===== src/rtl/seq_mult_sched.sv =====
// Round-robin scheduler sharing one sequential multiplier among NREQ requesters.
// Each job: grant in IDLE, pulse mul_reset, wait for rdy (or timeout), hold the response.
module seq_mult_sched #(
    parameter int unsigned NREQ    = 4,
    parameter int unsigned TIMEOUT = 64
) (
    input  logic                 clk,
    input  logic                 resetn,
    input  logic [NREQ-1:0]      req_valid,
    output logic [NREQ-1:0]      req_ready,
    input  logic [16*NREQ-1:0]   req_a,
    input  logic [16*NREQ-1:0]   req_b,
    output logic [NREQ-1:0]      rsp_valid,
    input  logic [NREQ-1:0]      rsp_ready,
    output logic [31:0]          rsp_p,
    output logic                 rsp_err,
    output logic                 busy,
    output logic [2:0]           grant_id,
    output logic                 mul_reset,
    output logic [15:0]          mul_a,
    output logic [15:0]          mul_b,
    input  logic [31:0]          mul_p,
    input  logic                 mul_rdy
);

    localparam int unsigned CW = $clog2(TIMEOUT + 1);

    typedef enum logic [1:0] {StIdle, StStart, StWait, StResp} state_e;

    state_e        state_q, state_d;
    logic [2:0]    rr_ptr_q, rr_ptr_d;
    logic [2:0]    grant_id_q, grant_id_d;
    logic [15:0]   mul_a_q, mul_a_d;
    logic [15:0]   mul_b_q, mul_b_d;
    logic [31:0]   rsp_p_q, rsp_p_d;
    logic          rsp_err_q, rsp_err_d;
    logic [CW-1:0] cnt_q, cnt_d;

    logic          found;
    logic [2:0]    sel;
    logic [15:0]   sel_a, sel_b;
    logic          own_ready;

    // First valid requester at or after rr_ptr, wrapping modulo NREQ.
    always_comb begin
        found = 1'b0;
        sel   = '0;
        for (int unsigned k = 0; k < NREQ; k++) begin
            for (int unsigned i = 0; i < NREQ; i++) begin
                if (!found && req_valid[i] && ((32'(rr_ptr_q) + k) % NREQ == i)) begin
                    found = 1'b1;
                    sel   = 3'(i);
                end
            end
        end
    end

    always_comb begin
        sel_a     = '0;
        sel_b     = '0;
        own_ready = 1'b0;
        for (int unsigned i = 0; i < NREQ; i++) begin
            if (sel == 3'(i)) begin
                sel_a = req_a[16*i +: 16];
                sel_b = req_b[16*i +: 16];
            end
            if (grant_id_q == 3'(i)) begin
                own_ready = rsp_ready[i];
            end
        end
    end

    // req_ready is gated by resetn so a handshake can never be seen while reset wins.
    always_comb begin
        req_ready = '0;
        rsp_valid = '0;
        for (int unsigned i = 0; i < NREQ; i++) begin
            req_ready[i] = resetn && (state_q == StIdle) && found && (sel == 3'(i));
            rsp_valid[i] = (state_q == StResp) && (grant_id_q == 3'(i));
        end
    end

    always_comb begin
        state_d    = state_q;
        rr_ptr_d   = rr_ptr_q;
        grant_id_d = grant_id_q;
        mul_a_d    = mul_a_q;
        mul_b_d    = mul_b_q;
        rsp_p_d    = rsp_p_q;
        rsp_err_d  = rsp_err_q;
        cnt_d      = cnt_q;
        unique case (state_q)
            StIdle: begin
                if (found) begin
                    grant_id_d = sel;
                    mul_a_d    = sel_a;
                    mul_b_d    = sel_b;
                    state_d    = StStart;
                end
            end
            StStart: begin
                cnt_d   = '0;
                state_d = StWait;
            end
            StWait: begin
                cnt_d = cnt_q + CW'(1);
                // rdy in the first WAIT cycle may still be left over from the previous job.
                if ((cnt_q != '0) && mul_rdy) begin
                    rsp_p_d   = mul_p;
                    rsp_err_d = 1'b0;
                    state_d   = StResp;
                end else if (cnt_d == CW'(TIMEOUT)) begin
                    rsp_p_d   = '0;
                    rsp_err_d = 1'b1;
                    state_d   = StResp;
                end
            end
            StResp: begin
                if (own_ready) begin
                    rr_ptr_d = (grant_id_q == 3'(NREQ - 1)) ? 3'd0 : grant_id_q + 3'd1;
                    state_d  = StIdle;
                end
            end
            default: state_d = StIdle;
        endcase
    end

    always_ff @(posedge clk) begin
        if (!resetn) begin
            state_q    <= StIdle;
            rr_ptr_q   <= '0;
            grant_id_q <= '0;
            mul_a_q    <= '0;
            mul_b_q    <= '0;
            rsp_p_q    <= '0;
            rsp_err_q  <= 1'b0;
            cnt_q      <= '0;
        end else begin
            state_q    <= state_d;
            rr_ptr_q   <= rr_ptr_d;
            grant_id_q <= grant_id_d;
            mul_a_q    <= mul_a_d;
            mul_b_q    <= mul_b_d;
            rsp_p_q    <= rsp_p_d;
            rsp_err_q  <= rsp_err_d;
            cnt_q      <= cnt_d;
        end
    end

    assign busy      = (state_q != StIdle);
    assign mul_reset = (state_q == StStart);
    assign grant_id  = grant_id_q;
    assign mul_a     = mul_a_q;
    assign mul_b     = mul_b_q;
    assign rsp_p     = rsp_p_q;
    assign rsp_err   = rsp_err_q;

endmodule


===== config.mk =====
export PLATFORM = sky130hd
export DESIGN_NAME = seq_mult_sched
export DESIGN_NICKNAME = d
export VERILOG_FILES = /design/src/rtl/seq_mult_sched.sv
export SDC_FILE = /design/constraint.sdc
export NUM_CORES = 1
export LEC_CHECK = 0
export BUFFER_PORTS_ARGS = -buffer_cell sky130_fd_sc_hd__buf_2
export CAP_MARGIN = 10
export CORE_ASPECT_RATIO = 1.4
export CORE_MARGIN = 2
export CORE_UTILIZATION = 25
export DETAILED_ROUTE_END_ITERATION = 8
export SLEW_MARGIN = 20
export SYNTH_ARGS = -nofsm -noshare
export SYNTH_HDL_FRONTEND = slang
export SYNTH_SLANG_ARGS = --single-unit

===== constraint.sdc =====
create_clock -name clk -period 2 [get_ports clk]
set_input_delay 0.4 -clock clk [delete_from_list [all_inputs] [get_ports clk]]
set_output_delay 0.4 -clock clk [all_outputs]
set_load 0.005 [all_outputs]

==> results.ini <==
[cts]
cts_root_buf=clkbuf_16
cts_buffer_depth=2
clk_pin_slew_ns=0.07
cts_sinks=78
cts_made_buffers=9
clk_latency_ns=0.35
holdBufCountCts=0
cts_tree=built
cts_max_level=3

[sta]
timing.fmax_mhz=485
rsz0062_at_grt=true
finalHoldViolCount=0
hold_ws_ns=0.259
setup_viol=32
slew_violations=0
fin_crit_sh_pct=103
setup_ws_ns=-0.0619
period_needed_ns=2.06
skew_ns=0.00657

[routing]
via_per_inst=4.92
ant_nets=0
num_vias=4720
drc=0
drtIter0Drc=259
wl_per_cell_um=15.8
dr.pass1.iters=4
wl_um=15200

[global_routing]
first_global_vias=4637
met2_usage_pct=32.5
grt_most_used_layer=met2
grt_pass1_wl_um=22500
antenna_found_initial=1
grt-ovfl-total=0
grt_max_degree=37
use_met3_pct=4.28
met1_usage_pct=17.8
grt.total_usage_pct=17.3

[yosys]
synth_edf_count=0
synth_nets=651
synth_warnings=0
synthFlopType=dfxtp_1
avgSynthCellArea_um2=8.41
synth_cells=470
synthesis.area_um2=3950
ys_seq_area_share_pct=39.5
synth_cell_types=47
async_flop_share_pct=0
synth_seq_cells=78

[final_layout]
area_delta_synth_final_pct=60.5
design_area_um2=6340
antennaDiodeCount=0
final_cell_mix=buf_2 (248), dfxtp_1 (75), a21oi_1 (59)
layout_commonest_cell=buf_2
num-nets-final=940
fillers=1633
drive_gt1_share_pct=52.6

[die]
rows=54
dieArea_um2=16800
start_util_pct=25.4
coreArea_um2=15500
io_pins=249
die_w_um=110
die_y_um=153

[flow_run]
drv_cap=0

[status]
outcome=complete, but fails checks
violations=setup timing

[pwr]
vdd_ir_drop_max_uv=421
cellLeakagePower_nw=3.10
powerDensity_nw_per_um2=931
finalPower_w=0.00591

[placement]
dpl_cell_area_um2=5680
place_congestion=0.811
io_buffers=247
preCtsSetupSlack_ns=-0.0869
dpl.hpwl_um=11200

[critical_path]
crit_fanout=32
critPathArrivalTime_ns=2.35
endpoint_kind=flip-flop
cp.required_ns=2.29
start_kind=flip-flop
critPathKind=reg -> reg

[worst_hold_path]
hp-class=in -> reg

-- flip-flops by register name (all words and copies together) (netlist names) --
name      cells
rsp_err       1
rr_ptr_q      2
grant_id      2
state_q       2
cnt_q         7
mul_a        16
mul_b        16
rsp_p        32
-- repair_timing --
item                                    CTS  global route
buffers inserted                         14            11
pin swaps                                 3            12
endpoints found under the setup margin   39            45
resized for setup                        14            37
cloned                                    0             2
-- worst max-delay path, cell delays in order (launching register included) --
cell     delay (ns)
dfxtp_2        0.32
inv_2          0.05
ha_1           0.12
or4b_4         0.45
o31a_1         0.26
a41o_2         0.27
a21oi_4        0.15
buf_12         0.20
a22o_2         0.17
-- worst paths after layout --
path                                             from                endpoint  slack, ns  cells past startpoint
worst max-delay path            cnt_q[0]$_SDFFE_PN0P_   rsp_p[1]$_SDFFE_PN0P_      -0.06                      8
worst min register to register  mul_b[6]$_SDFFE_PN0P_   mul_b[6]$_SDFFE_PN0P_       0.47                      2
worst min-delay path                        mul_p[24]  rsp_p[24]$_SDFFE_PN0P_       0.26                      2
worst max register to register  cnt_q[0]$_SDFFE_PN0P_   rsp_p[1]$_SDFFE_PN0P_      -0.06                      8
-- metrics by stage --
step | std cells | TNS, ns | util [%]
after floorplan | 470 | 0 | -
after global placement | 920 | -1.85 | 36.6
after detailed placement | 920 | -2.68 | 36.6
after CTS | 949 | -2.56 | 39.3
after global routing | 960 | -3.51 | 40.8
final | 960 | -1.58 | 40.8
-- kinds of logic after synthesis --
| family | share of synthesized area [%] |
|---|---|
| compound gates | 35.8 |
| simple gates | 13.6 |
| flops | 39.5 |
| buf+inv | 6.71 |
| fa+ha+maj | 3.17 |
| mux | 1.04 |
| other cells | 0.0949 |
-- cells in the mapped netlist (all sizes together), types with 14 or more instances --
master   n  area, um2
nand2   28        105
a221o   14        140
o21ai   46        230
dfxtp   78       1560
a22o    33        323
buf     19        119
inv     16       60.1
clkbuf  23       86.3
a21oi   65        337
nor2    32        120
or3     17        106
nand3   14       70.1
-- layout make-up --
type	instances	area (um2)	area share (%)
well taps	196	245	3.87
multi-input cells	334	2280	35.9
repair buffers	320	1900	30.0
clock buffers	9	225	3.55
clock inverters	7	63.8	1.01
flip-flops and latches	78	1570	24.8
inverters	16	62.6	0.986
-- layer usage --
layer | share of wire, % | up-vias
li1 | - | 2328
met2 | 52 | 201
met4 | 2.0 | 2
met5 | 0.12 | -
met1 | 39 | 2168
met3 | 7.1 | 21
-- power by group --
| group | internal, W | total [W] | leakage (nW) | switching, W |
|---|---|---|---|---|
| sequential | 0.00184 | 0.00198 | 0.639 | 0.000146 |
| clock | 0.000869 | 0.00162 | 0.143 | 0.000748 |
| combinational | 0.00110 | 0.00231 | 2.32 | 0.00120 |
| total | 0.00381 | 0.00591 | 3.10 | 0.00210 |
No activity file was read; power rests on OpenSTA's default activity.
